**config.mk**
```make
export PLATFORM = sky130hd
export DESIGN_NAME = ide_pio_sequencer_flat
export DESIGN_NICKNAME = d
export VERILOG_FILES = /design/src/rtl/ide_pio_sequencer_if.sv /design/src/rtl/ide_pio_sequencer.sv /design/src/flat_wrapper.sv
export SDC_FILE = /design/constraint.sdc
export NUM_CORES = 1
export LEC_CHECK = 0
export ABC_AREA = 1
export CORE_MARGIN = 1.5
export CORE_UTILIZATION = 35
export CTS_BUF_LIST = sky130_fd_sc_hd__clkbuf_4 sky130_fd_sc_hd__clkbuf_8
export CTS_CLUSTER_SIZE = 8
export DETAILED_ROUTE_END_ITERATION = 10
export PLACE_DENSITY = 0.63
export SLEW_MARGIN = 5
export SYNTH_ARGS = -nofsm -noshare
export SYNTH_HDL_FRONTEND = slang
export SYNTH_SLANG_ARGS = --single-unit
```
**constraint.sdc**
```tcl
create_clock -name CLK -period 1.8 [get_ports CLK]
set_input_delay 0.36 -clock CLK [delete_from_list [all_inputs] [get_ports CLK]]
set_output_delay 0.36 -clock CLK [all_outputs]
set_load 0.02 [all_outputs]
```
**src/rtl/ide_pio_sequencer_if.sv**
```systemverilog
// ----------------------------------------------------------------------------
// ide_pio_sequencer_if : 68000 bus request side and IDE strobe side of the
//                        ATA PIO sequencer.  Rev 1.0
// ----------------------------------------------------------------------------
`default_nettype none

interface ide_pio_sequencer_if;
    logic        AS_n;
    logic        UDS_n;
    logic        LDS_n;
    logic        RW;
    logic [13:12] ADDR;
    logic        ide_access;
    logic        ide_enabled;
    logic        IORDY;
    logic        cfg_we;
    logic [1:0]  cfg_mode;
    logic        IOR_n;
    logic        IOW_n;
    logic        IDECS1_n;
    logic        IDECS2_n;
    logic        IDEBUF_OE;
    logic        DTACK;
    logic        busy;
    logic        timeout;

    modport master (
        output AS_n, UDS_n, LDS_n, RW, ADDR, ide_access, ide_enabled, IORDY, cfg_we, cfg_mode,
        input  IOR_n, IOW_n, IDECS1_n, IDECS2_n, IDEBUF_OE, DTACK, busy, timeout
    );

    modport slave (
        input  AS_n, UDS_n, LDS_n, RW, ADDR, ide_access, ide_enabled, IORDY, cfg_we, cfg_mode,
        output IOR_n, IOW_n, IDECS1_n, IDECS2_n, IDEBUF_OE, DTACK, busy, timeout
    );
endinterface

`default_nettype wire

```
**src/rtl/ide_pio_sequencer.sv**
```systemverilog
// ----------------------------------------------------------------------------
// ide_pio_sequencer : times ATA PIO setup/strobe/hold/recovery from the PIO
//                     mode; IDE_IORDY_TIMEOUT_EN adds an IORDY wait limit.
//                     Rev 1.0
// ----------------------------------------------------------------------------
`default_nettype none

module ide_pio_sequencer #(
    parameter int TIMEOUT_CYCLES = 255
) (
    input  wire logic          CLK,
    input  wire logic          RESET_n,
    ide_pio_sequencer_if.slave bus
);
    typedef enum logic [2:0] {
        IDLE    = 3'd0,
        SETUP   = 3'd1,
        ACTIVE  = 3'd2,
        HOLD    = 3'd3,
        ACK     = 3'd4,
        RECOVER = 3'd5
    } state_t;

    state_t     state_q;
    logic [1:0] mode_q;
    logic [1:0] cnt_q;
    logic [1:0] a_q, h_q, r_q;
    logic       rw_q;
    logic       ior_n_q, iow_n_q, cs1_n_q, cs2_n_q, oe_n_q, dtack_q, busy_q;

    logic [1:0] s_d, a_d, h_d, r_d;
    logic       w_start, w_cnt_done, w_go_recover, w_iordy_ok, w_to_hit;

    always_comb begin
        case (mode_q)
            2'd0:    {s_d, a_d, h_d, r_d} = {2'd2, 2'd3, 2'd1, 2'd2};
            2'd1:    {s_d, a_d, h_d, r_d} = {2'd1, 2'd2, 2'd1, 2'd2};
            2'd2:    {s_d, a_d, h_d, r_d} = {2'd1, 2'd2, 2'd1, 2'd1};
            default: {s_d, a_d, h_d, r_d} = {2'd1, 2'd1, 2'd0, 2'd1};
        endcase
    end

    // Writes wait for a data strobe so the bus data is valid before IOW_n falls.
    assign w_start      = !bus.AS_n && bus.ide_access && bus.ide_enabled &&
                          (bus.RW || !bus.UDS_n || !bus.LDS_n);
    assign w_cnt_done   = (cnt_q <= 2'd1);
    assign w_go_recover = bus.AS_n && (state_q inside {SETUP, ACTIVE, HOLD, ACK});

`ifdef IDE_IORDY_TIMEOUT_EN
    localparam int WAIT_W = $clog2(TIMEOUT_CYCLES + 1);
    logic [WAIT_W-1:0] wait_q;
    logic              timeout_q;
    assign w_to_hit    = (wait_q == WAIT_W'(TIMEOUT_CYCLES));
    assign bus.timeout = timeout_q;
`else
    assign w_to_hit    = 1'b0;
    assign bus.timeout = 1'b0;
`endif
    assign w_iordy_ok = bus.IORDY || w_to_hit;

    always_ff @(posedge CLK or negedge RESET_n) begin
        if (!RESET_n) begin
            state_q <= IDLE;
            mode_q  <= 2'd0;
            cnt_q   <= 2'd0;
            a_q     <= 2'd0;
            h_q     <= 2'd0;
            r_q     <= 2'd0;
            rw_q    <= 1'b0;
            ior_n_q <= 1'b1;
            iow_n_q <= 1'b1;
            cs1_n_q <= 1'b1;
            cs2_n_q <= 1'b1;
            oe_n_q  <= 1'b1;
            dtack_q <= 1'b0;
            busy_q  <= 1'b0;
`ifdef IDE_IORDY_TIMEOUT_EN
            wait_q    <= '0;
            timeout_q <= 1'b0;
`endif
        end else begin
            if (bus.cfg_we) begin
                mode_q <= bus.cfg_mode;
`ifdef IDE_IORDY_TIMEOUT_EN
                timeout_q <= 1'b0;
`endif
            end
            // AS_n high ends ACK normally and aborts any earlier phase.
            if (w_go_recover) begin
                state_q <= RECOVER;
                cnt_q   <= r_q;
                ior_n_q <= 1'b1;
                iow_n_q <= 1'b1;
                cs1_n_q <= 1'b1;
                cs2_n_q <= 1'b1;
                oe_n_q  <= 1'b1;
                dtack_q <= 1'b0;
            end else begin
                case (state_q)
                    IDLE: if (w_start) begin
                        state_q <= SETUP;
                        rw_q    <= bus.RW;
                        cs1_n_q <= !bus.ADDR[12];
                        cs2_n_q <= !bus.ADDR[13];
                        oe_n_q  <= 1'b0;
                        busy_q  <= 1'b1;
                        cnt_q   <= s_d;
                        a_q     <= a_d;
                        h_q     <= h_d;
                        r_q     <= r_d;
                    end
                    SETUP: if (w_cnt_done) begin
                        state_q <= ACTIVE;
                        cnt_q   <= a_q;
                        ior_n_q <= !rw_q;
                        iow_n_q <= rw_q;
`ifdef IDE_IORDY_TIMEOUT_EN
                        wait_q  <= '0;
`endif
                    end else begin
                        cnt_q <= cnt_q - 2'd1;
                    end
                    ACTIVE: if (!w_cnt_done) begin
                        cnt_q <= cnt_q - 2'd1;
                    end else if (w_iordy_ok) begin
`ifdef IDE_IORDY_TIMEOUT_EN
                        if (!bus.IORDY) timeout_q <= 1'b1;
`endif
                        // Reads keep IOR_n low through ACK so data stays driven.
                        if (rw_q) begin
                            state_q <= ACK;
                            dtack_q <= 1'b1;
                        end else begin
                            iow_n_q <= 1'b1;
                            if (h_q == 2'd0) begin
                                state_q <= ACK;
                                dtack_q <= 1'b1;
                            end else begin
                                state_q <= HOLD;
                                cnt_q   <= h_q;
                            end
                        end
                    end
`ifdef IDE_IORDY_TIMEOUT_EN
                    else begin
                        wait_q <= wait_q + 1'b1;
                    end
`endif
                    HOLD: if (w_cnt_done) begin
                        state_q <= ACK;
                        dtack_q <= 1'b1;
                    end else begin
                        cnt_q <= cnt_q - 2'd1;
                    end
                    ACK: ;
                    RECOVER: if (w_cnt_done) begin
                        state_q <= IDLE;
                        busy_q  <= 1'b0;
                    end else begin
                        cnt_q <= cnt_q - 2'd1;
                    end
                    default: state_q <= IDLE;
                endcase
            end
        end
    end

    assign bus.IOR_n     = ior_n_q;
    assign bus.IOW_n     = iow_n_q;
    assign bus.IDECS1_n  = cs1_n_q;
    assign bus.IDECS2_n  = cs2_n_q;
    assign bus.IDEBUF_OE = oe_n_q;
    assign bus.DTACK     = dtack_q;
    assign bus.busy      = busy_q;

endmodule

`default_nettype wire

```
**src/flat_wrapper.sv**
```systemverilog
// flat-port wrapper written by rule: the top's interface ports become plain ports
module ide_pio_sequencer_flat 
#(
    parameter int TIMEOUT_CYCLES = 255
)
  (CLK, RESET_n, bus_AS_n, bus_UDS_n, bus_LDS_n, bus_RW, bus_ADDR, bus_ide_access, bus_ide_enabled, bus_IORDY, bus_cfg_we, bus_cfg_mode, bus_IOR_n, bus_IOW_n, bus_IDECS1_n, bus_IDECS2_n, bus_IDEBUF_OE, bus_DTACK, bus_busy, bus_timeout);
  ide_pio_sequencer_if bus_i ();
  input  wire logic CLK;
  input  wire logic RESET_n;
  input wire logic [$bits(bus_i.AS_n)-1:0] bus_AS_n;
  input wire logic [$bits(bus_i.UDS_n)-1:0] bus_UDS_n;
  input wire logic [$bits(bus_i.LDS_n)-1:0] bus_LDS_n;
  input wire logic [$bits(bus_i.RW)-1:0] bus_RW;
  input wire logic [$bits(bus_i.ADDR)-1:0] bus_ADDR;
  input wire logic [$bits(bus_i.ide_access)-1:0] bus_ide_access;
  input wire logic [$bits(bus_i.ide_enabled)-1:0] bus_ide_enabled;
  input wire logic [$bits(bus_i.IORDY)-1:0] bus_IORDY;
  input wire logic [$bits(bus_i.cfg_we)-1:0] bus_cfg_we;
  input wire logic [$bits(bus_i.cfg_mode)-1:0] bus_cfg_mode;
  output wire logic [$bits(bus_i.IOR_n)-1:0] bus_IOR_n;
  output wire logic [$bits(bus_i.IOW_n)-1:0] bus_IOW_n;
  output wire logic [$bits(bus_i.IDECS1_n)-1:0] bus_IDECS1_n;
  output wire logic [$bits(bus_i.IDECS2_n)-1:0] bus_IDECS2_n;
  output wire logic [$bits(bus_i.IDEBUF_OE)-1:0] bus_IDEBUF_OE;
  output wire logic [$bits(bus_i.DTACK)-1:0] bus_DTACK;
  output wire logic [$bits(bus_i.busy)-1:0] bus_busy;
  output wire logic [$bits(bus_i.timeout)-1:0] bus_timeout;
  assign bus_i.AS_n = bus_AS_n;
  assign bus_i.UDS_n = bus_UDS_n;
  assign bus_i.LDS_n = bus_LDS_n;
  assign bus_i.RW = bus_RW;
  assign bus_i.ADDR = bus_ADDR;
  assign bus_i.ide_access = bus_ide_access;
  assign bus_i.ide_enabled = bus_ide_enabled;
  assign bus_i.IORDY = bus_IORDY;
  assign bus_i.cfg_we = bus_cfg_we;
  assign bus_i.cfg_mode = bus_cfg_mode;
  assign bus_IOR_n = bus_i.IOR_n;
  assign bus_IOW_n = bus_i.IOW_n;
  assign bus_IDECS1_n = bus_i.IDECS1_n;
  assign bus_IDECS2_n = bus_i.IDECS2_n;
  assign bus_IDEBUF_OE = bus_i.IDEBUF_OE;
  assign bus_DTACK = bus_i.DTACK;
  assign bus_busy = bus_i.busy;
  assign bus_timeout = bus_i.timeout;
  ide_pio_sequencer #(.TIMEOUT_CYCLES(TIMEOUT_CYCLES)) u_core (.CLK(CLK), .RESET_n(RESET_n), .bus(bus_i));
endmodule
```
==> metrics.yaml <==
status:
  status: "complete, no violations"
die:
  die_y_um: 63.3
  row_count: 21
  core_um2: 3420
  initial_core_util_pct: 37.3
  io_pins: 22
  die_w_um: 63.3
  dieArea_um2: 4010
route:
  viasPerCell: 4.65
  wl_per_cell_um: 11.2
  drtIter0Drc: 26
  antenna_left: 0
  routed_wl_um: 2710
  wl_met3_um: 87
  wl_met1_um: 1430
  vias: 1130
  drc: 0
  dr.pass1.iters: 4
  top_layer_used: "met4"
  dr_wl_met2_um: 1180
synth:
  synth_seq_cells: 19
  synth_cell_types: 29
  synthesis.area_um2: 1270
  synth_nets: 193
  yosysWarnings: 0
  ys_seq_area_share_pct: 37.9
  synth_top_area_share_pct: 27.5
  synth_cells: 174
  synthTopCellsByArea: "dfrtp_1 (28%), nand2_1 (17%), dfstp_2 (10%)"
  avgSynthCellArea_um2: 7.31
  yosysTopAreaCell: "dfrtp_1"
setup_path:
  reg2reg_from: "u_core.state_q[0]$_DFFE_PN0P_"
  worst_setup_path_start_kind: "flip-flop"
  crit_required_ns: 1.44
  slowest_delay_ns: 0.61
  crit_arrival_ns: 1.29
  crit_family: "buffers and inverters"
  path_class: "reg -> out"
  cp_max_fo: 2
  startpoint: "u_core.bus.busy$_DFFE_PN0P_"
  crit_chain: "clkdlybuf4s50_1"
  cp_slowest_cell: "clkdlybuf4s50_1"
  r2r_cells: 8
  crit_buf_inv: 1
  cp.depth: 1
  end_kind: "primary output"
final_layout:
  n_antenna_cell: 0
  regArea_um2: 482
  area_growth_pct: 20.0
  layout_common_cells: "nand2_1 (57), nand3_1 (17), inv_1 (15), clkdlybuf4s50_1 (15), dfrtp_1 (14)"
  multi_input_area_um2: 647
  final_common_cell: "nand2_1"
  fin_cells: 243
  fin_nets: 217
  fill_cells: 381
  drive_above_1_share_pct: 18.8
clocking:
  cts_buffers: 3
  cts_sinks: 19
  cts-hold-fix-buffers: 0
  root_buffer: "clkbuf_4"
  cts_tree: "done"
  clk_pin_slew_worst_paths_ns: 0.12
  cts_max_path_buffers: 2
  insertion_delay_ns: 0.30
  h-tree-depth: 1
  post_cts_buffers: 0
power:
  total_power_mw: 2.35
  irDropWorstVdd_uv: 558
  leakagePower_nw: 0.774
  power.density_nw_per_um2: 1540
timing:
  rsz0062_at_grt: "false"
  finalSetupTns_ns: 0
  setup_viol: 0
  fin_crit_ns: 1.65
  fin_hold_ws_ns: 0.368
  hold_viol: 0
  period_share_pct: 91.5
  finalClockSkew_ns: 0.00237
  slew_viol_final: 0
  clock.fmax_ghz: 0.607
grt:
  grt_first_pass_wirelength_um: 4980
  track_usage_pct: 15.6
  antenna_found_initial: 0
  grt_pass1_vias: 1097
  grt-ovfl-total: 0
  grt_max_degree: 20
job:
  cap_violations: 0
placed_design:
  place_congestion: 0.945
  dpl.hpwl_um: 2140
  dp.cells: 239
  portBuffers: 20
worst_hold_path:
  hold_path_class: "in -> async"
sequential cells by signal, summed over array words and instances, names as in the netlist:
| name | flops |
|---|---|
| u_core.mode_q | 2 |
| u_core.bus.IDECS1_n | 1 |
| u_core.state_q | 3 |
| u_core.bus.IDECS2_n | 1 |
| u_core.rw_q | 1 |
| u_core.bus.DTACK | 1 |
| u_core.bus.IOW_n | 1 |
| u_core.bus.busy | 1 |
| u_core.r_q | 2 |
| u_core.bus.IOR_n | 1 |
| u_core.a_q | 1 |
| u_core.h_q | 1 |
| u_core.bus.IDEBUF_OE | 1 |
| u_core.cnt_q | 2 |
per-layer routing:
layer / vias to the layer above / track usage (%)
met5: - / 0
met4: 0 / 4.89
met3: 2 / 2.14
met2: 20 / 23.9
met1: 510 / 22.6
li1: 598 / -
cells by family after synthesis:
| kind of cell | after synthesis | share of synthesized area [%] |
|---|---|---|
| other cells | 1 | 0.295 |
| fa+ha+maj | 5 | 4.92 |
| compound gates | 22 | 10.4 |
| buf+inv | 28 | 11.3 |
| flops | 19 | 37.9 |
| simple gates | 99 | 35.2 |
power by group:
group | internal, mW | total [mW] | switching (mW) | leakage (nW)
clock network | 0.0829 | 0.231 | 0.148 | 0.0177
logic | 0.490 | 1.32 | 0.831 | 0.530
registers | 0.622 | 0.799 | 0.177 | 0.226
total | 1.20 | 2.35 | 1.16 | 0.774
cell type report:
type,count,area share [%]
Clock buffer,3,1.48
Clock inverter,1,0.328
Inverter,23,5.82
Multi-Input combinational cell,127,42.4
Sequential cell,19,31.6
Tap cell,46,3.77
Timing Repair Buffer,24,14.7
what timing repair did:
| action | CTS | global route |
|---|---|---|
| gates resized for setup | 5 | 0 |
| setup endpoints to repair | 5 | 0 |
| hold endpoints to repair | 0 | 0 |
per-stage QoR:
stage	cell area, µm²	setup WS [ns]	utilization (%)
floorplan	1270	0.470	-
global placement	1510	0.0958	44.1
detailed placement	1510	0.0471	44.1
CTS	1530	0.140	44.7
global route	1530	0.110	44.7
finish	1530	0.153	44.7
synthesized netlist by cell type:
cell / count
nor3_2: 1
inv_1: 15
nor2_2: 5
nand3_1: 17
o31ai_1: 1
buf_6: 2
nand4_1: 1
nand3_4: 1
nand2_2: 5
nand2_1: 57
buf_4: 1
o21ai_2: 2
o21ai_1: 4
nor2_1: 11
nor2_4: 1
inv_2: 7
inv_4: 1
dfrtp_1: 14
o22ai_1: 1
buf_2: 1
buf_12: 1
o211ai_1: 1
dfstp_2: 5
o21a_1: 1
o21ai_0: 7
a21boi_2: 1
a21oi_1: 4
conb_1: 1
ha_1: 5
path summary, 6_finish.rpt:
kind                                                    endpoint  slack [ns]
worst max-delay path                                    bus_busy        0.15
worst min-delay path                u_core.bus.DTACK$_DFFE_PN0P_        0.37
worst max register to register     u_core.state_q[0]$_DFFE_PN0P_        0.28
worst min register to register  u_core.bus.IDEBUF_OE$_DFFE_PN1P_        0.47
max in group asynchronous       u_core.bus.IDEBUF_OE$_DFFE_PN1P_        1.16
min in group CLK                u_core.bus.IDEBUF_OE$_DFFE_PN1P_        0.47
Note: power is estimated with default switching activity, not from simulation.
